===== config.mk =====
export PLATFORM = sky130hd
export DESIGN_NAME = mem_init_frontend
export DESIGN_NICKNAME = d
export VERILOG_FILES = /design/src/rtl/mem_init_frontend.sv
export SDC_FILE = /design/constraint.sdc
export NUM_CORES = 1
export LEC_CHECK = 0
export ABC_CLOCK_PERIOD_IN_PS = 2550
export BUFFER_PORTS_ARGS = -buffer_cell sky130_fd_sc_hd__buf_2
export CAP_MARGIN = 20
export CELL_PAD_IN_SITES_DETAIL_PLACEMENT = 1
export CELL_PAD_IN_SITES_GLOBAL_PLACEMENT = 2
export CORE_MARGIN = 1
export CORE_UTILIZATION = 16
export CTS_CLUSTER_SIZE = 20
export DETAILED_ROUTE_END_ITERATION = 6
export PLACE_DENSITY_LB_ADDON = 0.1
export SKIP_LAST_GASP = 1
export SLEW_MARGIN = 25
export SYNTH_ARGS = -nofsm -noshare
export SYNTH_HDL_FRONTEND = slang
export SYNTH_SLANG_ARGS = --single-unit

===== constraint.sdc =====
create_clock -name clk -period 2.55 [get_ports clk]
set_clock_uncertainty 0.05 [all_clocks]
set_input_delay 0.1275 -clock clk [delete_from_list [all_inputs] [get_ports clk]]
set_output_delay 0.1275 -clock clk [all_outputs]
set_load 0.01 [all_outputs]

===== src/rtl/mem_init_frontend.sv =====
// mem_init_frontend: the only driver of a sync-read register memory.
// After reset it holds the memory in reset for two cycles, clears every word to
// INIT_VALUE with a one-word-per-cycle write sweep, then passes client write and
// read requests through to the memory and returns read data one cycle later.
//
// Optional feature: define MEM_INIT_FRONTEND_BYPASS_EN so that a same-cycle write
// and read to one address returns the new data. Without it the old word is returned.
//
// Ports
//   clk, resetn                      clock, async active-low reset
//   init_req                         restart the clear sweep (READY only)
//   wr_valid/wr_ready/wr_addr/wr_data  client write channel
//   rd_valid/rd_ready/rd_addr        client read request channel
//   rsp_valid/rsp_data               read response, one cycle after accept
//   init_done                        high while client traffic is accepted
//   mem_resetn, mem_wen, mem_waddr, mem_wdata, mem_raddr, mem_rdata  memory side
module mem_init_frontend #(
    parameter int unsigned ADDR_WIDTH = 5,
    parameter int unsigned DATA_WIDTH = 32,
    parameter logic [DATA_WIDTH-1:0] INIT_VALUE = '0
) (
    input  logic                  clk,
    input  logic                  resetn,
    input  logic                  init_req,
    input  logic                  wr_valid,
    output logic                  wr_ready,
    input  logic [ADDR_WIDTH-1:0] wr_addr,
    input  logic [DATA_WIDTH-1:0] wr_data,
    input  logic                  rd_valid,
    output logic                  rd_ready,
    input  logic [ADDR_WIDTH-1:0] rd_addr,
    output logic                  rsp_valid,
    output logic [DATA_WIDTH-1:0] rsp_data,
    output logic                  init_done,
    output logic                  mem_resetn,
    output logic                  mem_wen,
    output logic [ADDR_WIDTH-1:0] mem_waddr,
    output logic [DATA_WIDTH-1:0] mem_wdata,
    output logic [ADDR_WIDTH-1:0] mem_raddr,
    input  logic [DATA_WIDTH-1:0] mem_rdata
);

    localparam int unsigned DEPTH    = 2 ** ADDR_WIDTH;
    localparam int unsigned CNT_W    = ADDR_WIDTH + 1;
    localparam logic [CNT_W-1:0] CNT_LAST = CNT_W'(DEPTH - 1);

    typedef enum logic [1:0] {
        S_HOLD  = 2'd0,
        S_CLEAR = 2'd1,
        S_READY = 2'd2
    } state_t;

    state_t                r_state;
    state_t                w_state_nxt;
    logic                  r_hold_cnt;
    logic [CNT_W-1:0]      r_cnt;
    logic                  r_mem_resetn;
    logic                  r_rsp_valid;
    logic [ADDR_WIDTH-1:0] r_raddr;
    logic                  w_ready;
    logic                  w_wr_acc;
    logic                  w_rd_acc;

    assign w_wr_acc = w_ready & wr_valid;
    assign w_rd_acc = w_ready & rd_valid;

    // State register
    always_ff @(posedge clk or negedge resetn) begin
        if (!resetn) begin
            r_state <= S_HOLD;
        end else begin
            r_state <= w_state_nxt;
        end
    end

    // Next-state logic
    always_comb begin
        w_state_nxt = r_state;
        case (r_state)
            S_HOLD:  if (r_hold_cnt)        w_state_nxt = S_CLEAR;
            S_CLEAR: if (r_cnt == CNT_LAST) w_state_nxt = S_READY;
            S_READY: if (init_req)          w_state_nxt = S_CLEAR;
            default:                        w_state_nxt = S_HOLD;
        endcase
    end

    // Output logic: sweep writes in CLEAR, client pass-through in READY
    always_comb begin
        w_ready   = 1'b0;
        mem_wen   = 1'b0;
        mem_waddr = r_cnt[ADDR_WIDTH-1:0];
        mem_wdata = INIT_VALUE;
        mem_raddr = r_raddr;
        case (r_state)
            S_CLEAR: begin
                mem_wen = 1'b1;
            end
            S_READY: begin
                w_ready   = 1'b1;
                mem_wen   = wr_valid;
                mem_waddr = wr_addr;
                mem_wdata = wr_data;
                mem_raddr = rd_addr;
            end
            default: ;
        endcase
    end

    // Hold/sweep counters, memory reset, response valid and last read address
    always_ff @(posedge clk or negedge resetn) begin
        if (!resetn) begin
            r_hold_cnt   <= 1'b0;
            r_cnt        <= '0;
            r_mem_resetn <= 1'b0;
            r_rsp_valid  <= 1'b0;
            r_raddr      <= '0;
        end else begin
            if (r_state == S_HOLD) begin
                r_hold_cnt <= 1'b1;
                // Second HOLD cycle: memory leaves reset together with the state change
                if (r_hold_cnt) begin
                    r_mem_resetn <= 1'b1;
                end
            end
            if (r_state == S_CLEAR && r_cnt != CNT_LAST) begin
                r_cnt <= r_cnt + CNT_W'(1);
            end else begin
                r_cnt <= '0;
            end
            r_rsp_valid <= w_rd_acc;
            if (w_ready) begin
                r_raddr <= rd_addr;
            end
        end
    end

`ifdef MEM_INIT_FRONTEND_BYPASS_EN
    logic                  r_byp;
    logic [DATA_WIDTH-1:0] r_byp_data;

    // Same-cycle write+read to one address: answer with the written data
    always_ff @(posedge clk or negedge resetn) begin
        if (!resetn) begin
            r_byp      <= 1'b0;
            r_byp_data <= '0;
        end else begin
            r_byp <= w_wr_acc & w_rd_acc & (wr_addr == rd_addr);
            if (w_wr_acc & w_rd_acc & (wr_addr == rd_addr)) begin
                r_byp_data <= wr_data;
            end
        end
    end

    assign rsp_data = r_byp ? r_byp_data : mem_rdata;
`else
    logic w_unused_wr_acc;
    assign w_unused_wr_acc = w_wr_acc;
    assign rsp_data = mem_rdata;
`endif

    assign wr_ready   = w_ready;
    assign rd_ready   = w_ready;
    assign init_done  = w_ready;
    assign rsp_valid  = r_rsp_valid;
    assign mem_resetn = r_mem_resetn;

endmodule


# Yosys cells after proc, flatten, opt, wreduce, memory -nomap -nowiden
# Index checks and enable logic that the tools add are counted.
# W data, S select, Z words.
# word_totals
regBits,16
in_bits,79
out_inout_bits,80
elab_cells,29
# op_classes
n_addsub,1
eq_ne,7
muxes,10
bitwise_logic,1
reduce_logical,4
# op_table
cell,count
$mux W32,1
$mux W5,2
$add A6 B1 Y6 const B,1
$eq A6 B5 Y1 const B,1
$mux W2,3
$mux W6,1
$ne A2 B2 Y1 const B,3
$ne A6 B5 Y1 const B,1
$pmux W2 S3,1
$reduce_and A3 Y1,1
$eq A2 B1 Y1 const B,1
$eq A2 B2 Y1 const B,1
$logic_not A2 Y1,1
$pmux W1 S2,1
$reduce_and A2 Y1,1
$and A1 B1 Y1,1
$logic_and A1 B1 Y1,1
$mux W1,1

# Depth between registers and ports, before layout
# logic_depth
word_depth,3
depth_mapped,7

# Worst setup path before layout
# No wires, ideal clock.
# synth_timing
path_kind,flip-flop to flip-flop
start,register r_state[0]
end,register r_raddr[0]
setup_time_ps,138
arrival_ps,1467
required_ps,2362
slack_ps,895
stages_incl_launch_ff,6
path_cell_list,dfrtp_1 > inv_1 > ha_1 > buf_2 > clkbuf_8 > mux2_2
# synth_via
elab_chain_cells,2
# synth_lines
item,line,source
"start, declared",53,state_t r_state;
"start signal, assigned",72,r_state <= w_state_nxt;
$eq A2 B2 Y1,94,case (r_state)
$mux W1,94,
named net init_done,34,"output logic init_done,"
"end signal, assigned",132,r_raddr <= rd_addr;
"end, declared",59,logic [ADDR_WIDTH-1:0] r_raddr;
# The timed path passes the listed nets, and every way through them passes these cells.
# A chain may end at the register's enable or synchronous reset.

# Worst setup path in the final report
# layout_timing
start,register r_state[0]
end,output port mem_raddr[4]
# layout_via
elab_chain_cells,2
# layout_lines
item,line,source
$eq A2 B2 Y1,94,
$mux W5,94,
"end, declared",39,"output logic [ADDR_WIDTH-1:0] mem_raddr,"
# No other way between the ends.

==> run summary <==
outcome: finished clean
crit-path cells: inv_1 -> ha_1 -> buf_4 -> mux2_2 -> buf_2
Critical Path Source: r_state[0]
worst r2r src: r_state[0]
Worst VDD drop: 184 uV
CP Capture Type: output port
port buffer count: 94
number of DRC markers in iteration 0: 17
Final Setup Violations: 0
dpl hpwl: 3030 um
R2R Setup Slk: 890 ps
routing usage on met2: 16.0%
Layout area overhead: 31.0%
WP data required: 2370 ps
CP startpoint kind: register
Tightest Hold Check Type: input pin to register
multi-input logic area: 556 um^2
Least-Margin Pin Slew: 375 ps
Longest Clk Path Bufs: 2
core area: 0.00741 mm^2
vias in the first global route: 1197
max_slew headroom: 75.0%
Clk Latency, worst-skew pair: 250 ps
die height: 90.6 um
Die Span X: 90.6 um
Post-Route WL: 3620 um
sequential cell area fraction in the yosys report: 31.9%
Fill cells: 908
Flop pwr share: 39.9%
commonest cells after routing, fill and taps aside: buf_2, and2_1, dfrtp_1
Core Util, Final: 22.2%
Cell Count, Final, Fillers Out: 294
Hold Fails Final Rpt: 0
H-tree levels: 1
Starting Density: 17.0%
I/O Pins: 159
met1 Use GR: 8.84%
max cap viols: 0
kind of critical path: register to output port
RSZ-0062 raised after global routing: no
vias per cell: 3.76
gr ovfl total: 0
first-pass GRT wire length: 5710 um
Slowest Stage Delay on Critical Path: 410 ps
root buffer cell: clkbuf_8
Seq cells post-synth: 16
f_max: 0.514 GHz
Net Switching: 260 uW
r2r endpoint: r_state[1]
YS warnings: 0
Placed Cells: 289
fin crit period: 1950 ps
GPL Wtd Cong: 0.837
DRC viols: 0
Nets: 280
initial antenna violation count: 0
met3 Resource Use GR: 2.86%
Synth Area per Inst: 9.45 um^2
Netlist cell types: 26
GR peak layer: met2
cell internal pwr: 571 uW
CP max-delay cell: dfrtp_1
total track usage: 8.64%
largest net degree at the start of global routing: 39
setup TNS: 0 ps
Slew Viols, Final: 0
Net Sw Frac: 31.3%
CP Max Fanout: 38
Setup Fix Bufs, Post-CTS: 0
most common cell after layout, fill and taps aside: buf_2
die area: 0.00821 mm^2
Critical Path AT: 1770 ps
crit share post-route: 76.4%
final setup margin: 603 ps
antenna-violating nets left: 0
drt wl/cell: 12.3 um
R2R cell count: 7
Clock Sinks: 16
CP Capture Point: mem_raddr[4]
Clock transition at path regs: 70 ps
Leakage: 0.000939 uW
dpl ws: 851 ps
Row Count: 31
Antenna Cells: 0
CTS tree: yes
Storage cell area: 400 um^2
Mapped Nets: 217
fraction of layout cells with a size suffix above 1: 59.0%
Comb pwr share: 32.9%
Gates resized, CTS repair: 0
clock network fraction of design power: 27.2%
Mapped Cells: 133
DR vias: 1104
total CTS buffers: 3
P per Cell Area: 505 mW/mm^2
Power Total: 831 uW
mapped cell area: 0.00126 mm^2
first-pass iteration count of the detailed router: 2
-- area by class of cell --
| cell class | instances | share of cell area (%) |
|---|---|---|
| clock buffer | 4 | 3.35 |
| inverter | 4 | 0.913 |
| multi-input combinational | 74 | 33.8 |
| sequential | 16 | 24.3 |
| tap | 99 | 7.53 |
| timing repair buffer | 97 | 30.1 |
-- critical path, delay by kind of cell, from the launching register on --
kind,cells,cell delay [ps]
mux,1,380
buf+inv,3,540
flops,1,410
fa+ha+maj,1,170
-- metal layers --
layer  vias to the layer above  share of wire (%)
met5                         -                  0
met4                         0                2.0
met3                        16                 11
met2                        72                 51
met1                       506                 36
li1                        510                  -
-- worst min-delay path by stage --
stage	end	slack (ps)	startpoint	depth (start not counted)
2_1_floorplan	mem_resetn	-220	resetn	0
3_3_place_gp	r_raddr[1]	30	resetn	1
3_5_place_dp	r_raddr[1]	30	resetn	1
4_1_cts	rsp_valid	40	rd_valid	2
5_1_grt	rsp_valid	60	rd_valid	2
6_report	rsp_valid	40	rd_valid	2
-- kinds of logic after synthesis --
logic type | share of synthesized area (%)
AO/OA/AOI/OAI | 3.49
XOR/XNOR | 2.79
adder cells (fa/ha/maj) | 4.98
buffers and inverters | 23.9
flip-flops | 31.9
multiplexers | 9.76
AND/OR/NAND/NOR | 23.2
-- power groups by stage --
stage	Sequential, uW	Clock (uW)	Combinational [uW]
after floorplan	326	0	214
after global placement	333	0	276
final	332	226	273
after global routing	339	247	304
after CTS	335	239	283
after detailed placement	340	0	279
-- timing repair --
action	CTS	global route
hold endpoints to repair	16	0
hold buffers	1	0
setup endpoints to repair	0	0
-- cells in the mapped netlist --
library cell / count / share of area, %
xor2_1: 2 / 1.4
o22ai_1: 1 / 0.50
o22a_1: 1 / 0.70
ha_1: 5 / 5.0
nor2_1: 5 / 1.5
nand2_1: 2 / 0.60
clkbuf_8: 1 / 1.1
a21o_1: 1 / 0.60
clkbuf_1: 3 / 0.90
and3_2: 1 / 0.60
dfrtp_1: 16 / 32
o21bai_1: 1 / 0.60
xnor2_1: 2 / 1.4
mux2_2: 10 / 9.0
a21oi_2: 1 / 0.70
buf_4: 34 / 20
or2_2: 1 / 0.50
mux2i_1: 1 / 0.80
or3b_4: 1 / 0.90
a21oi_1: 1 / 0.40
nand3_1: 1 / 0.40
nor2b_1: 1 / 0.50
and2_1: 35 / 17
nand3_2: 1 / 0.80
buf_2: 1 / 0.40
inv_1: 4 / 1.2
-- through the flow --
stage / hold slack [ps] / area, um^2
after floorplan: -218 / 1260
after detailed placement: 28.4 / 1580
after global placement: 27.7 / 1580
final: 43.2 / 1650
after global routing: 61.9 / 1650
after CTS: 39.1 / 1650
-- registers in the layout, summed over array words and instances, names as in the netlist --
name,cells
r_state,2
rsp_valid,1
r_hold_cnt,1
r_raddr,5
r_cnt,6
mem_resetn,1
Power figures use the tool's default switching activity.
